==> src/rtl/ddfs_sweep_ctrl_if.sv <==
// Config/control/output bundle between the register side and the ddfs_iq sweep sequencer.
interface ddfs_sweep_ctrl_if #(
  parameter int FTW_W   = 8,
  parameter int DWELL_W = 16
);
  logic               cfg_valid;
  logic               cfg_ready;
  logic [FTW_W-1:0]   cfg_ftw_start;
  logic [FTW_W-1:0]   cfg_ftw_stop;
  logic [FTW_W-1:0]   cfg_ftw_step;
  logic [DWELL_W-1:0] cfg_dwell;
  logic               cfg_cont;
  logic               start;
  logic               abort;
  logic [FTW_W-1:0]   q_ftw;
  logic               ftw_valid;
  logic               busy;
  logic               done;

  modport master (
    output cfg_valid, cfg_ftw_start, cfg_ftw_stop, cfg_ftw_step, cfg_dwell, cfg_cont,
           start, abort,
    input  cfg_ready, q_ftw, ftw_valid, busy, done
  );

  modport slave (
    input  cfg_valid, cfg_ftw_start, cfg_ftw_stop, cfg_ftw_step, cfg_dwell, cfg_cont,
           start, abort,
    output cfg_ready, q_ftw, ftw_valid, busy, done
  );
endinterface

==> src/rtl/ddfs_sweep_ctrl.sv <==
// Linear FTW sweep sequencer (start/stop/step/dwell, single-shot or continuous) for ddfs_iq.
// Optional DDFS_SWEEP_TRIANGLE_EN: continuous mode bounces between endpoints instead of sawtooth.
module ddfs_sweep_ctrl #(
  parameter int FTW_W   = 8,
  parameter int DWELL_W = 16
) (
  input logic              clk,
  input logic              reset_n,
  ddfs_sweep_ctrl_if.slave sif
);

  // The STEP decision is folded into the last DWELL cycle, so no separate STEP state exists.
  typedef enum logic [1:0] {IDLE, LOAD, DWELL} state_t;

  state_t             state;
  logic [FTW_W-1:0]   start_r, stop_r, step_r, target, q;
  logic [DWELL_W-1:0] dwell_r, cnt;
  logic               cont_r, down, ftw_valid_r, busy_r, done_r, cfg_ready_r;

  // Advance toward tgt by stp, saturating at tgt; computed wide so it never wraps.
  function automatic logic [FTW_W-1:0] step_clamp(
    input logic [FTW_W-1:0] cur,
    input logic [FTW_W-1:0] stp,
    input logic [FTW_W-1:0] tgt,
    input logic             dn
  );
    logic signed [FTW_W+1:0] wide;
    logic signed [FTW_W+1:0] wide_tgt;
    wide_tgt = $signed({2'b00, tgt});
    if (dn) wide = $signed({2'b00, cur}) - $signed({2'b00, stp});
    else    wide = $signed({2'b00, cur}) + $signed({2'b00, stp});
    if (dn ? (wide <= wide_tgt) : (wide >= wide_tgt)) return tgt;
    return wide[FTW_W-1:0];
  endfunction

  always_ff @(posedge clk) begin
    if (!reset_n) begin
      state       <= IDLE;
      start_r     <= '0;
      stop_r      <= '0;
      step_r      <= '0;
      dwell_r     <= '0;
      cont_r      <= 1'b0;
      target      <= '0;
      down        <= 1'b0;
      cnt         <= '0;
      q           <= '0;
      ftw_valid_r <= 1'b0;
      busy_r      <= 1'b0;
      done_r      <= 1'b0;
      cfg_ready_r <= 1'b1;
    end else begin
      ftw_valid_r <= 1'b0;
      done_r      <= 1'b0;
      if (sif.abort) begin
        state       <= IDLE;
        q           <= '0;
        busy_r      <= 1'b0;
        cfg_ready_r <= 1'b1;
      end else begin
        case (state)
          IDLE: begin
            if (sif.cfg_valid) begin
              start_r <= sif.cfg_ftw_start;
              stop_r  <= sif.cfg_ftw_stop;
              step_r  <= sif.cfg_ftw_step;
              dwell_r <= sif.cfg_dwell;
              cont_r  <= sif.cfg_cont;
            end
            // A sweep launched together with a config write uses the previously latched config.
            if (sif.start) begin
              state       <= LOAD;
              q           <= start_r;
              ftw_valid_r <= 1'b1;
              cnt         <= dwell_r;
              target      <= stop_r;
              down        <= (start_r > stop_r);
              busy_r      <= 1'b1;
              cfg_ready_r <= 1'b0;
            end
          end
          LOAD, DWELL: begin
            state <= DWELL;
            if (cnt != '0) begin
              cnt <= cnt - DWELL_W'(1);
            end else begin
              cnt <= dwell_r;
              if (q == target || step_r == '0) begin
                if (!cont_r) begin
                  state       <= IDLE;
                  busy_r      <= 1'b0;
                  done_r      <= 1'b1;
                  cfg_ready_r <= 1'b1;
                end else begin
                  ftw_valid_r <= 1'b1;
`ifdef DDFS_SWEEP_TRIANGLE_EN
                  // Turn around: the endpoint just held is not re-emitted.
                  target <= (target == stop_r) ? start_r : stop_r;
                  down   <= (q > ((target == stop_r) ? start_r : stop_r));
                  q      <= step_clamp(q, step_r, (target == stop_r) ? start_r : stop_r,
                                       (q > ((target == stop_r) ? start_r : stop_r)));
`else
                  q      <= start_r;
`endif
                end
              end else begin
                q           <= step_clamp(q, step_r, target, down);
                ftw_valid_r <= 1'b1;
              end
            end
          end
          default: state <= IDLE;
        endcase
      end
    end
  end

  assign sif.q_ftw     = q;
  assign sif.ftw_valid = ftw_valid_r;
  assign sif.busy      = busy_r;
  assign sif.done      = done_r;
  assign sif.cfg_ready = cfg_ready_r;

endmodule

==> src/flat_wrapper.sv <==
// flat-port wrapper written by rule: the top's interface ports become plain ports
module ddfs_sweep_ctrl_flat 
#(
  parameter int FTW_W   = 8,
  parameter int DWELL_W = 16
)
  (clk, reset_n, sif_cfg_valid, sif_cfg_ftw_start, sif_cfg_ftw_stop, sif_cfg_ftw_step, sif_cfg_dwell, sif_cfg_cont, sif_start, sif_abort, sif_cfg_ready, sif_q_ftw, sif_ftw_valid, sif_busy, sif_done);
  ddfs_sweep_ctrl_if #(.FTW_W(FTW_W), .DWELL_W(DWELL_W)) sif_i ();
  input logic clk;
  input logic reset_n;
  input wire logic [$bits(sif_i.cfg_valid)-1:0] sif_cfg_valid;
  input wire logic [$bits(sif_i.cfg_ftw_start)-1:0] sif_cfg_ftw_start;
  input wire logic [$bits(sif_i.cfg_ftw_stop)-1:0] sif_cfg_ftw_stop;
  input wire logic [$bits(sif_i.cfg_ftw_step)-1:0] sif_cfg_ftw_step;
  input wire logic [$bits(sif_i.cfg_dwell)-1:0] sif_cfg_dwell;
  input wire logic [$bits(sif_i.cfg_cont)-1:0] sif_cfg_cont;
  input wire logic [$bits(sif_i.start)-1:0] sif_start;
  input wire logic [$bits(sif_i.abort)-1:0] sif_abort;
  output wire logic [$bits(sif_i.cfg_ready)-1:0] sif_cfg_ready;
  output wire logic [$bits(sif_i.q_ftw)-1:0] sif_q_ftw;
  output wire logic [$bits(sif_i.ftw_valid)-1:0] sif_ftw_valid;
  output wire logic [$bits(sif_i.busy)-1:0] sif_busy;
  output wire logic [$bits(sif_i.done)-1:0] sif_done;
  assign sif_i.cfg_valid = sif_cfg_valid;
  assign sif_i.cfg_ftw_start = sif_cfg_ftw_start;
  assign sif_i.cfg_ftw_stop = sif_cfg_ftw_stop;
  assign sif_i.cfg_ftw_step = sif_cfg_ftw_step;
  assign sif_i.cfg_dwell = sif_cfg_dwell;
  assign sif_i.cfg_cont = sif_cfg_cont;
  assign sif_i.start = sif_start;
  assign sif_i.abort = sif_abort;
  assign sif_cfg_ready = sif_i.cfg_ready;
  assign sif_q_ftw = sif_i.q_ftw;
  assign sif_ftw_valid = sif_i.ftw_valid;
  assign sif_busy = sif_i.busy;
  assign sif_done = sif_i.done;
  ddfs_sweep_ctrl #(.FTW_W(FTW_W), .DWELL_W(DWELL_W)) u_core (.clk(clk), .reset_n(reset_n), .sif(sif_i));
endmodule
==> config.mk <==
export PLATFORM = sky130hd
export DESIGN_NAME = ddfs_sweep_ctrl_flat
export DESIGN_NICKNAME = d
export VERILOG_FILES = /design/src/rtl/ddfs_sweep_ctrl_if.sv /design/src/rtl/ddfs_sweep_ctrl.sv /design/src/flat_wrapper.sv
export SDC_FILE = /design/constraint.sdc
export NUM_CORES = 1
export LEC_CHECK = 0
export BUFFER_PORTS_ARGS = -buffer_cell sky130_fd_sc_hd__buf_2
export CORE_UTILIZATION = 30
export CTS_BUF_LIST = sky130_fd_sc_hd__clkbuf_8 sky130_fd_sc_hd__clkbuf_16
export DETAILED_ROUTE_END_ITERATION = 12
export HOLD_SLACK_MARGIN = 0.08
export PLACE_DENSITY = 0.45
export SETUP_SLACK_MARGIN = 0.1
export SYNTH_ARGS = -nofsm -noshare
export SYNTH_HDL_FRONTEND = slang
export SYNTH_SLANG_ARGS = --single-unit
==> constraint.sdc <==
create_clock -name clk -period 3.96 [get_ports clk]
set_input_delay 0.594 -clock clk [delete_from_list [all_inputs] [get_ports clk]]
set_output_delay 0.594 -clock clk [all_outputs]
set_load 0.02 [all_outputs]
==> flow_metrics.py <==
metrics = {
    "yosys": {
        "syn_inst": 628,
        "synth_fp_nets": 711,
        "ys_top_cells_by_count": "nand2_1, dfxtp_1, a21boi_0",
        "synth_edf_count": 0,
        "synth_top_area_frac": 0.325,
        "synthArstFlopShare": 0,
        "syn_area_um2": 4920,
        "ys_ff_latch": 80,
        "yosys_warnings": 0,
        "yosysMostFrequentCell": "nand2_1",
        "avgSynthCellArea_um2": 7.84,
        "yosysSeqAreaShare": 0.325,
        "ys.flop_type": "dfxtp_1",
        "yosysTopAreaCell": "dfxtp_1",
        "ys_types": 68,
        "yosys-top-cells-area": "dfxtp_1, nand2_1, ha_1",
    },
    "finish": {
        "drive_gt1_frac": 0.178,
        "final.fill_count": 1706,
        "syn_to_final_growth_pct": 18.3,
        "final_nets": 766,
        "n_antenna_cell": 0,
        "post-route-util": 0.365,
    },
    "detailed_routing": {
        "via_per_inst": 4.98,
        "num_vias": 4496,
        "drtPass1Iterations": 4,
        "drt-total-wl_mm": 13.9,
        "routedWlPerCell_um": 15.4,
        "route.antenna.remaining_nets": 0,
        "drt_iter0_drc": 221,
        "drcViolationCount": 0,
    },
    "die": {
        "initial_utilization": 0.309,
        "die_area_um2": 16900,
        "top_level_ports": 58,
        "core_area_um2": 15900,
        "die_w_um": 130,
        "std_cell_rows": 46,
        "die_h_um": 130,
    },
    "sta": {
        "hold_viol": 0,
        "skew_ns": 0.00668,
        "final-setup-viol-count": 0,
        "setup_ws_ns": 0.223,
        "max-slew-margin-rel": 0.506,
        "rsz0062_at_grt": "yes",
        "whs_ns": 0.467,
        "fmax_mhz": 268,
        "tightestPinTransition_ns": 0.739,
        "timing.setup.tns_ns": 0,
        "period_needed_ns": 3.74,
        "slew_viol_final": 0,
        "period_share": 0.944,
    },
    "job": {
        "maxCapViolations": 0,
    },
    "placement": {
        "io_buffers": 57,
        "hpwl_mm": 10.7,
        "place_congestion": 0.924,
        "place_ws_ns": 0.117,
    },
    "pwr": {
        "powerDensity_nw_per_um2": 388,
        "p_seq_frac": 0.390,
        "p_sw_frac": 0.309,
        "p_comb_frac": 0.243,
        "peakVddDrop_uv": 148,
        "leakagePower_nw": 2.25,
        "switchingPower_mw": 0.699,
        "p_int_mw": 1.56,
        "p_clk_frac": 0.367,
    },
    "worst_setup_path": {
        "crit_path_end_kind": "flip-flop",
        "crit_arrival_ns": 3.96,
        "crit_type": "flip-flop to flip-flop",
        "cp_max_fo": 7,
        "startpoint_type": "flip-flop",
        "required_ns": 4.18,
    },
    "global_routing": {
        "grt_max_degree": 69,
        "grt_pass1_wl_mm": 22.8,
        "antenna_found_initial": 0,
        "grtUsageTotal": 0.175,
        "grt_pass1_vias": 4391,
        "grt-ovfl-total": 0,
    },
    "cts": {
        "cts_tree": "yes",
        "cts_made_buffers": 9,
        "htreeDepth": 3,
        "cts_hold_buffers": 0,
        "clk_latency_ns": 0.34,
        "clk_pin_slew_ns": 0.06,
        "cts.path.max_buffers": 2,
        "cts_num_sinks": 80,
        "cts_root_buf": "clkbuf_16",
    },
    "hold_path": {
        "hold_class": "flip-flop to flip-flop",
    },
    "outcome": {
        "status": "finished, final reports clean",
    },
}
-- routing by layer --
metal | GRT usage | part of all wire | wire [um]
met1 | 0.233 | 0.49 | 6810
met2 | 0.283 | 0.45 | 6220
met3 | 0.0246 | 0.036 | 501
met4 | 0.0732 | 0.029 | 406
met5 | 0 | 0 | 0
-- cells in the final DEF, fill, tap and decap left out, types with 7 or more instances in the layout --
| master | Yosys | layout |
|---|---|---|
| nand2_1 | 131 | 130 |
| dfxtp_1 | 80 | 76 |
| buf_2 | 5 | 57 |
| a21boi_0 | 53 | 53 |
| inv_1 | 41 | 42 |
| o21ai_0 | 35 | 33 |
| ha_1 | 35 | 32 |
| a21oi_1 | 29 | 29 |
| nor2_1 | 28 | 27 |
| buf_4 | 1 | 20 |
| nor3_1 | 17 | 17 |
| a31oi_1 | 12 | 11 |
| xnor2_1 | 11 | 11 |
| clkbuf_16 | 0 | 9 |
| nor2b_1 | 7 | 7 |
| nand2b_1 | 7 | 7 |
| o21a_1 | 7 | 7 |
-- worst paths after layout --
kind | from | end | slack [ns] | cells past startpoint
worst min-delay path | u_core.dwell_r[0] | u_core.dwell_r[0] | 0.47 | 2
worst max-delay path | u_core.step_r[3] | u_core.sif.q_ftw[7] | 0.22 | 16
worst max register to register | u_core.step_r[3] | u_core.sif.q_ftw[7] | 0.22 | 16
worst min register to register | u_core.dwell_r[0] | u_core.dwell_r[0] | 0.47 | 2
-- sequential cells by signal, summed over array words and instances (netlist names) --
name                  count
u_core.sif.cfg_ready      1
u_core.stop_r             8
u_core.sif.busy           1
u_core.dwell_r           16
u_core.start_r            8
u_core.cnt               16
u_core.sif.q_ftw          8
u_core.step_r             8
u_core.target             8
u_core.cont_r             1
u_core.state              2
u_core.down               1
u_core.sif.done           1
u_core.sif.ftw_valid      1
-- stage by stage --
stage                     area (um^2)  std cells  total power [mW]
after detailed placement         5450        884              1.42
after global routing             5820        903              2.39
final                            5820        903              2.26
after CTS                        5740        899              2.26
after global placement           5450        884              1.42
after floorplan                  4920        628              1.27
-- critical path, stage by stage, from the launching register on --
cell       delay, ns
dfxtp_1         0.36
inv_1           0.06
ha_2            0.31
or3b_4          0.43
a31o_2          0.24
a21oi_1         0.18
o31ai_2         0.08
xnor2_1         0.16
ha_1            0.32
nand2_1         0.09
nor2_4          0.14
a221oi_2        0.09
buf_4           0.16
a211oi_4        0.33
nor2_2          0.12
a2111oi_2       0.39
a211oi_1        0.13
-- power by group through the flow --
stage	clock network, mW	logic (mW)	registers (mW)
after floorplan	0	0.376	0.893
after global placement	0	0.521	0.898
after detailed placement	0	0.522	0.899
after CTS	0.850	0.525	0.881
after global routing	0.886	0.617	0.887
final	0.830	0.548	0.881
-- timing repair --
action                                  in CTS  in global routing
endpoints found under the setup margin       0                  8
endpoints found under the hold margin        0                  0
buffers inserted                             0                  4
gates resized for setup                      0                 19
-- cell type report --
type | count | area (um^2) | area share
Clock buffer | 10 | 239 | 0.0410
Tap cell | 216 | 270 | 0.0464
Inverter | 41 | 154 | 0.0264
Sequential cell | 80 | 1610 | 0.276
Clock inverter | 5 | 48.8 | 0.00838
Timing Repair Buffer | 77 | 435 | 0.0748
Multi-Input combinational cell | 474 | 3070 | 0.527
-- logic make-up (layout without fill, tap and decap cells) --
logic type	after synthesis	after routing	synth area share
compound gates	189	189	0.266
xor+xnor	14	14	0.0249
fa+ha+maj	37	37	0.0971
buf+inv	74	133	0.0618
flops	80	80	0.325
mux	3	3	0.00610
simple gates	231	231	0.219
Note: power is estimated with default switching activity, not from simulation.
